$ cat src/rtl/sietesegmentos_pkg.sv
// Shared constants for the seven-segment scanner: segment table, blank pattern, anode helper.
// Segment vectors are [0:6] = a..g, active-low.
package sietesegmentos_pkg;

    typedef logic [0:6] seg_t;

    localparam seg_t SEG_BLANK = 7'b1111111;

    localparam seg_t SEG_TABLE [16] = '{
        7'b0000001, 7'b1001111, 7'b0010010, 7'b0000110,
        7'b1001100, 7'b0100100, 7'b0100000, 7'b0001111,
        7'b0000000, 7'b0000100, 7'b0001000, 7'b1100000,
        7'b0110001, 7'b1000010, 7'b0110000, 7'b0111000
    };

    // Active-low anode vector for up to 8 digits; caller truncates to its digit count.
    function automatic logic [7:0] one_cold(input logic [2:0] idx);
        return ~(8'b0000_0001 << idx);
    endfunction

endpackage

$ cat src/rtl/sietesegmentos_mux_if.sv
// Load/data inputs and display outputs of the scanner, grouped as one bundle.
// master drives the data side, slave is the display driver.
interface sietesegmentos_mux_if #(
    parameter int N_DIGITS = 4
);
    logic                    load;
    logic [4*N_DIGITS-1:0]   value;
    logic [N_DIGITS-1:0]     dp_in;
    logic                    lz_suppress;
    logic [0:6]              SSeg;
    logic                    dp;
    logic [N_DIGITS-1:0]     an;
    logic                    frame_tick;

    modport master (
        output load, value, dp_in, lz_suppress,
        input  SSeg, dp, an, frame_tick
    );

    modport slave (
        input  load, value, dp_in, lz_suppress,
        output SSeg, dp, an, frame_tick
    );
endinterface

$ cat src/rtl/sietesegmentos_mux_hex7seg.sv
// Combinational hex nibble to active-low segment decoder.
// Zero latency; no flow control.
module hex7seg
    import sietesegmentos_pkg::*;
(
    input  logic [3:0] nib_i,
    output seg_t       seg_o
);
    assign seg_o = SEG_TABLE[nib_i];
endmodule

$ cat src/rtl/sietesegmentos_mux.sv
// Time-multiplexed seven-segment driver with shadow registers and leading-zero blanking.
// All outputs registered (one cycle after the state they reflect); free-running, no backpressure.
module sietesegmentos_mux
    import sietesegmentos_pkg::*;
#(
    parameter int N_DIGITS = 4,
    parameter int DIV      = 50000
) (
    input  logic           clk,
    input  logic           rst,
    sietesegmentos_mux_if.slave bus
);
    localparam int CW = $clog2(DIV);
    localparam int IW = (N_DIGITS > 1) ? $clog2(N_DIGITS) : 1;

    logic [CW-1:0]         cnt_q, cnt_d;
    logic [IW-1:0]         idx_q, idx_d;
    logic [4*N_DIGITS-1:0] val_q;
    logic [N_DIGITS-1:0]   dps_q;
    logic                  wrapped_q;
    seg_t                  seg_q, seg_d;
    logic                  dp_q, dp_d;
    logic [N_DIGITS-1:0]   an_q, an_d;
    logic                  ft_q;

    logic                  cnt_wrap;
    logic                  frame_end;
    logic                  guard;
    logic                  upper_nz;
    logic                  blank;
    logic [3:0]            nib;
    seg_t                  dec_seg;

    assign cnt_wrap  = (cnt_q == CW'(DIV - 1));
    assign frame_end = cnt_wrap && (idx_q == IW'(N_DIGITS - 1));
    assign guard     = (cnt_q == '0);
    assign nib       = val_q[{idx_q, 2'b00} +: 4];

    hex7seg u_dec (
        .nib_i (nib),
        .seg_o (dec_seg)
    );

    // A digit is blanked when it and every more significant nibble are zero.
    always_comb begin
        upper_nz = 1'b0;
        for (int j = 0; j < N_DIGITS; j++) begin
            if (j >= int'(idx_q) && val_q[4*j +: 4] != 4'h0) begin
                upper_nz = 1'b1;
            end
        end
        blank = bus.lz_suppress && (idx_q != '0) && !upper_nz;
    end

    always_comb begin
        cnt_d = cnt_wrap ? '0 : cnt_q + 1'b1;
        idx_d = idx_q;
        if (cnt_wrap) begin
            idx_d = (idx_q == IW'(N_DIGITS - 1)) ? '0 : idx_q + 1'b1;
        end
        an_d  = guard ? '1 : N_DIGITS'(one_cold(3'(idx_q)));
        seg_d = (guard || blank) ? SEG_BLANK : dec_seg;
        dp_d  = guard ? 1'b1 : ~dps_q[idx_q];
    end

    always_ff @(posedge clk) begin
        if (rst) begin
            cnt_q     <= '0;
            idx_q     <= '0;
            val_q     <= '0;
            dps_q     <= '0;
            wrapped_q <= 1'b0;
            seg_q     <= SEG_BLANK;
            dp_q      <= 1'b1;
            an_q      <= '1;
            ft_q      <= 1'b0;
        end else begin
            cnt_q     <= cnt_d;
            idx_q     <= idx_d;
            wrapped_q <= frame_end;
            seg_q     <= seg_d;
            dp_q      <= dp_d;
            an_q      <= an_d;
            // The tick lands with the first guard gap of the next frame.
            ft_q      <= wrapped_q;
            if (bus.load) begin
                val_q <= bus.value;
                dps_q <= bus.dp_in;
            end
        end
    end

    assign bus.SSeg       = seg_q;
    assign bus.dp         = dp_q;
    assign bus.an         = an_q;
    assign bus.frame_tick = ft_q;

endmodule

$ cat src/flat_wrapper.sv
// flat-port wrapper written by rule: the top's interface ports become plain ports
module sietesegmentos_mux_flat import sietesegmentos_pkg::*;
#(
    parameter int N_DIGITS = 4,
    parameter int DIV      = 50000
)
  (clk, rst, bus_load, bus_value, bus_dp_in, bus_lz_suppress, bus_SSeg, bus_dp, bus_an, bus_frame_tick);
  sietesegmentos_mux_if #(.N_DIGITS(N_DIGITS)) bus_i ();
  input  logic clk;
  input  logic rst;
  input wire logic [$bits(bus_i.load)-1:0] bus_load;
  input wire logic [$bits(bus_i.value)-1:0] bus_value;
  input wire logic [$bits(bus_i.dp_in)-1:0] bus_dp_in;
  input wire logic [$bits(bus_i.lz_suppress)-1:0] bus_lz_suppress;
  output wire logic [$bits(bus_i.SSeg)-1:0] bus_SSeg;
  output wire logic [$bits(bus_i.dp)-1:0] bus_dp;
  output wire logic [$bits(bus_i.an)-1:0] bus_an;
  output wire logic [$bits(bus_i.frame_tick)-1:0] bus_frame_tick;
  assign bus_i.load = bus_load;
  assign bus_i.value = bus_value;
  assign bus_i.dp_in = bus_dp_in;
  assign bus_i.lz_suppress = bus_lz_suppress;
  assign bus_SSeg = bus_i.SSeg;
  assign bus_dp = bus_i.dp;
  assign bus_an = bus_i.an;
  assign bus_frame_tick = bus_i.frame_tick;
  sietesegmentos_mux #(.N_DIGITS(N_DIGITS), .DIV(DIV)) u_core (.clk(clk), .rst(rst), .bus(bus_i));
endmodule
$ cat config.mk
export PLATFORM = sky130hd
export DESIGN_NAME = sietesegmentos_mux_flat
export DESIGN_NICKNAME = d
export VERILOG_FILES = /design/src/rtl/sietesegmentos_pkg.sv /design/src/rtl/sietesegmentos_mux_if.sv /design/src/rtl/sietesegmentos_mux_hex7seg.sv /design/src/rtl/sietesegmentos_mux.sv /design/src/flat_wrapper.sv
export SDC_FILE = /design/constraint.sdc
export NUM_CORES = 1
export LEC_CHECK = 0
export CAP_MARGIN = 25
export CORE_UTILIZATION = 57
export DETAILED_ROUTE_END_ITERATION = 10
export PLACE_DENSITY_LB_ADDON = 0.1
export REMOVE_ABC_BUFFERS = 1
export SKIP_CTS_REPAIR_TIMING = 1
export SLEW_MARGIN = 20
export SYNTH_ARGS = -nofsm -noshare
export SYNTH_HDL_FRONTEND = slang
export SYNTH_SLANG_ARGS = --single-unit
$ cat constraint.sdc
create_clock -name clk -period 3.06 [get_ports clk]
set_input_delay 0.918 -clock clk [delete_from_list [all_inputs] [get_ports clk]]
set_output_delay 0.918 -clock clk [all_outputs]
set_load 0.03 [all_outputs]
==> qor.yml <==
critPathTopFamily: "compound AO/OA/AOI/OAI gates"
period_share: 0.796
netlist_area_mm2: 0.00237
gr-usage-met2: 0.420
synth-edff-count: 0
rsz0062_at_grt: "no"
p_per_area_mw_per_mm2: 488
cp.depth: 4
fin_crit_ns: 2.43
synth-seq-area-share: 0.440
fin_nets: 318
cts_max_path_buffers: 2
reg2reg_from: "u_core.idx_q[0]"
ir_drop_v: 0.000297
ant_nets: 0
dieArea_mm2: 0.00441
grt_pass1_wl_mm: 8.05
grt-ovfl-total: 0
max_slew.worst_pin.slew_ns: 0.526
yosys_most_used_dff: "dfxtp_1"
synth_area_leaders: "dfxtp_1 44%, mux2i_1 8.5%, ha_1 6.9%"
grtUsageMet1: 0.286
die_x_um: 66.4
slew_violations: 0
grt_max_degree: 26
critPathMaxStageDelay_ns: 0.60
dieHeight_um: 66.4
criticalPathCategory: "input pin to register"
mostFrequentLayoutCells: "52 x dfxtp_1, 38 x nor2_1, 36 x clkdlybuf4s50_1"
cpMaxStageDelayCell: "or4b_2"
relSlewSlack: 0.649
layout_commonest_cell: "dfxtp_1"
synth_top_area_cell: "dfxtp_1"
core-area_mm2: 0.00400
power_mw: 1.41
use_met3: 0.0621
ys_ff_latch: 52
maxCapViolCount: 0
dr_total_vias: 1850
grt_busiest_layer: "met2"
cts_tree: "yes"
hold_violations: 0
crit_buf_inv: 1
postSynthAreaPerCell_um2: 9.66
crit_chain: "clkdlybuf4s50_1 > or4b_2 > o41a_1 > o211ai_1"
drc: 0
rr_worst_depth: 5
sw_frac_of_total: 0.232
yosysUniqueCellTypes: 35
max_freq_mhz: 411
worstSkewPairLatency_ns: 0.31
yosys_warnings: 0
p_sw_mw: 0.328
reg2reg_to: "u_core.bus.SSeg[6]"
r2r_slack_ns: 0.66
via_per_inst: 5.57
initialDrtViolationCount: 107
fin_skew_ns: 0.00615
p_leak_nw: 1.12
status: "finished clean"
power_frac_comb: 0.126
grt_antenna_before_repair: 0
start_util: 0.591
crit_required_ns: 3.28
fin_tns_setup_ns: 0
pwr-share-seq: 0.514
cts.clk_slew.worst_paths_ns: 0.09
dr.pass1.iters: 4
gp_congestion: 0.788
drive_gt1_frac: 0.0816
startpoint_type: "input pin"
async_reset_ff_frac: 0
place_inst: 324
wl_per_cell_um: 14.3
worstPathMaxFanout: 7
cp-startpoint: "bus_lz_suppress"
setup_viol: 0
hp-class: "register to register"
intPower_mw: 1.08
grt_use_total: 0.245
antenna_cells: 0
end_kind: "register"
area_growth_pct: 22.2
clock_sink_count: 52
cts_buffers: 5
crit_arrival_ns: 2.66
stdcell_count: 332
routed_wl_mm: 4.75
grt_pass1_vias: 1747
rows: 23
portBuffers: 36
synth_top_area_share: 0.440
synthCells: 245
crit_end: "u_core.bus.SSeg[6]"
clock_power_share: 0.360
ios: 37
root_buffer: "clkbuf_8"
h-tree-depth: 2
dpl.hpwl_mm: 3.34
==> worst min-delay path by stage <==
stage / start / slack (ns) / cells after the start / to
after floorplan: u_core.wrapped_q / 0.41 / 1 / u_core.bus.frame_tick
after global placement: u_core.wrapped_q / 0.43 / 1 / u_core.bus.frame_tick
after detailed placement: u_core.wrapped_q / 0.45 / 1 / u_core.bus.frame_tick
after CTS: u_core.wrapped_q / 0.47 / 1 / u_core.bus.frame_tick
after global routing: u_core.wrapped_q / 0.49 / 1 / u_core.bus.frame_tick
final: u_core.wrapped_q / 0.46 / 1 / u_core.bus.frame_tick
==> state kept, by name, summed over array words and instances, names as in the netlist <==
signal / count
u_core.cnt_q: 16
u_core.val_q: 16
u_core.bus.SSeg: 7
u_core.bus.an: 4
u_core.dps_q: 4
u_core.idx_q: 2
u_core.bus.dp: 1
u_core.bus.frame_tick: 1
u_core.wrapped_q: 1
==> kinds of logic (layout without fill, tap and decap cells) <==
family	Yosys count	after routing	synth area share
xor gates and xnor gates	11	11	0.0407
adders and majority gates	13	13	0.0687
DFF	52	52	0.440
and+or+nand+nor	97	97	0.203
AOI/OAI and AO/OA	24	24	0.0687
muxes	27	27	0.142
buffers and inverters	21	58	0.0370
==> stage by stage <==
step | hold WS [ns] | utilization | instance area, um^2 | setup slack, ns
2_1_floorplan | 0.414 | - | 2320 | 0.947
3_3_place_gp | 0.430 | 0.691 | 2770 | 0.387
3_5_place_dp | 0.453 | 0.691 | 2770 | 0.342
4_1_cts | 0.468 | 0.723 | 2890 | 0.646
5_1_grt | 0.488 | 0.723 | 2890 | 0.524
6_report | 0.464 | 0.723 | 2890 | 0.626
==> synth_stat cells, types with 3 or more instances <==
cell	count
nand4_1	5
nor4_1	5
xor2_1	4
a21oi_1	7
nor2_1	38
inv_1	11
ha_1	13
o21ai_0	6
o211ai_1	4
clkbuf_1	8
mux4_2	5
nor2b_1	3
nand3_1	15
dfxtp_1	52
xnor2_1	7
nand2_1	15
mux2i_1	20
or4_1	3
==> power by group through the flow <==
| stage | Clock (mW) | Sequential, mW | Combinational, mW |
|---|---|---|---|
| 2_1_floorplan | 0 | 0.759 | 0.0746 |
| 3_3_place_gp | 0 | 0.739 | 0.173 |
| 3_5_place_dp | 0 | 0.740 | 0.177 |
| 4_1_cts | 0.524 | 0.725 | 0.179 |
| 5_1_grt | 0.547 | 0.729 | 0.195 |
| 6_report | 0.508 | 0.725 | 0.178 |
==> worst register-to-register path: cells and delay by family (launching register included) <==
family          cells  cell delay (ns)
compound gates      2             0.67
flops               1             0.66
simple gates        1             0.62
fa+ha+maj           1             0.24
buf+inv             1             0.13
==> cell type report <==
class | instances | area [um^2]
tap | 50 | 62.6
clock inverter | 1 | 30.0
inverter | 11 | 41.3
clock buffer | 7 | 96.3
fill | 329 | 1110
sequential | 52 | 1040
timing repair buffer | 39 | 383
multi-input combinational | 172 | 1240
==> layer usage <==
layer,routed length (um),part of all wire
met5,0,0
met4,97,0.020
met3,171,0.036
met2,2430,0.51
met1,2060,0.43
Power figures use the tool's default switching activity.
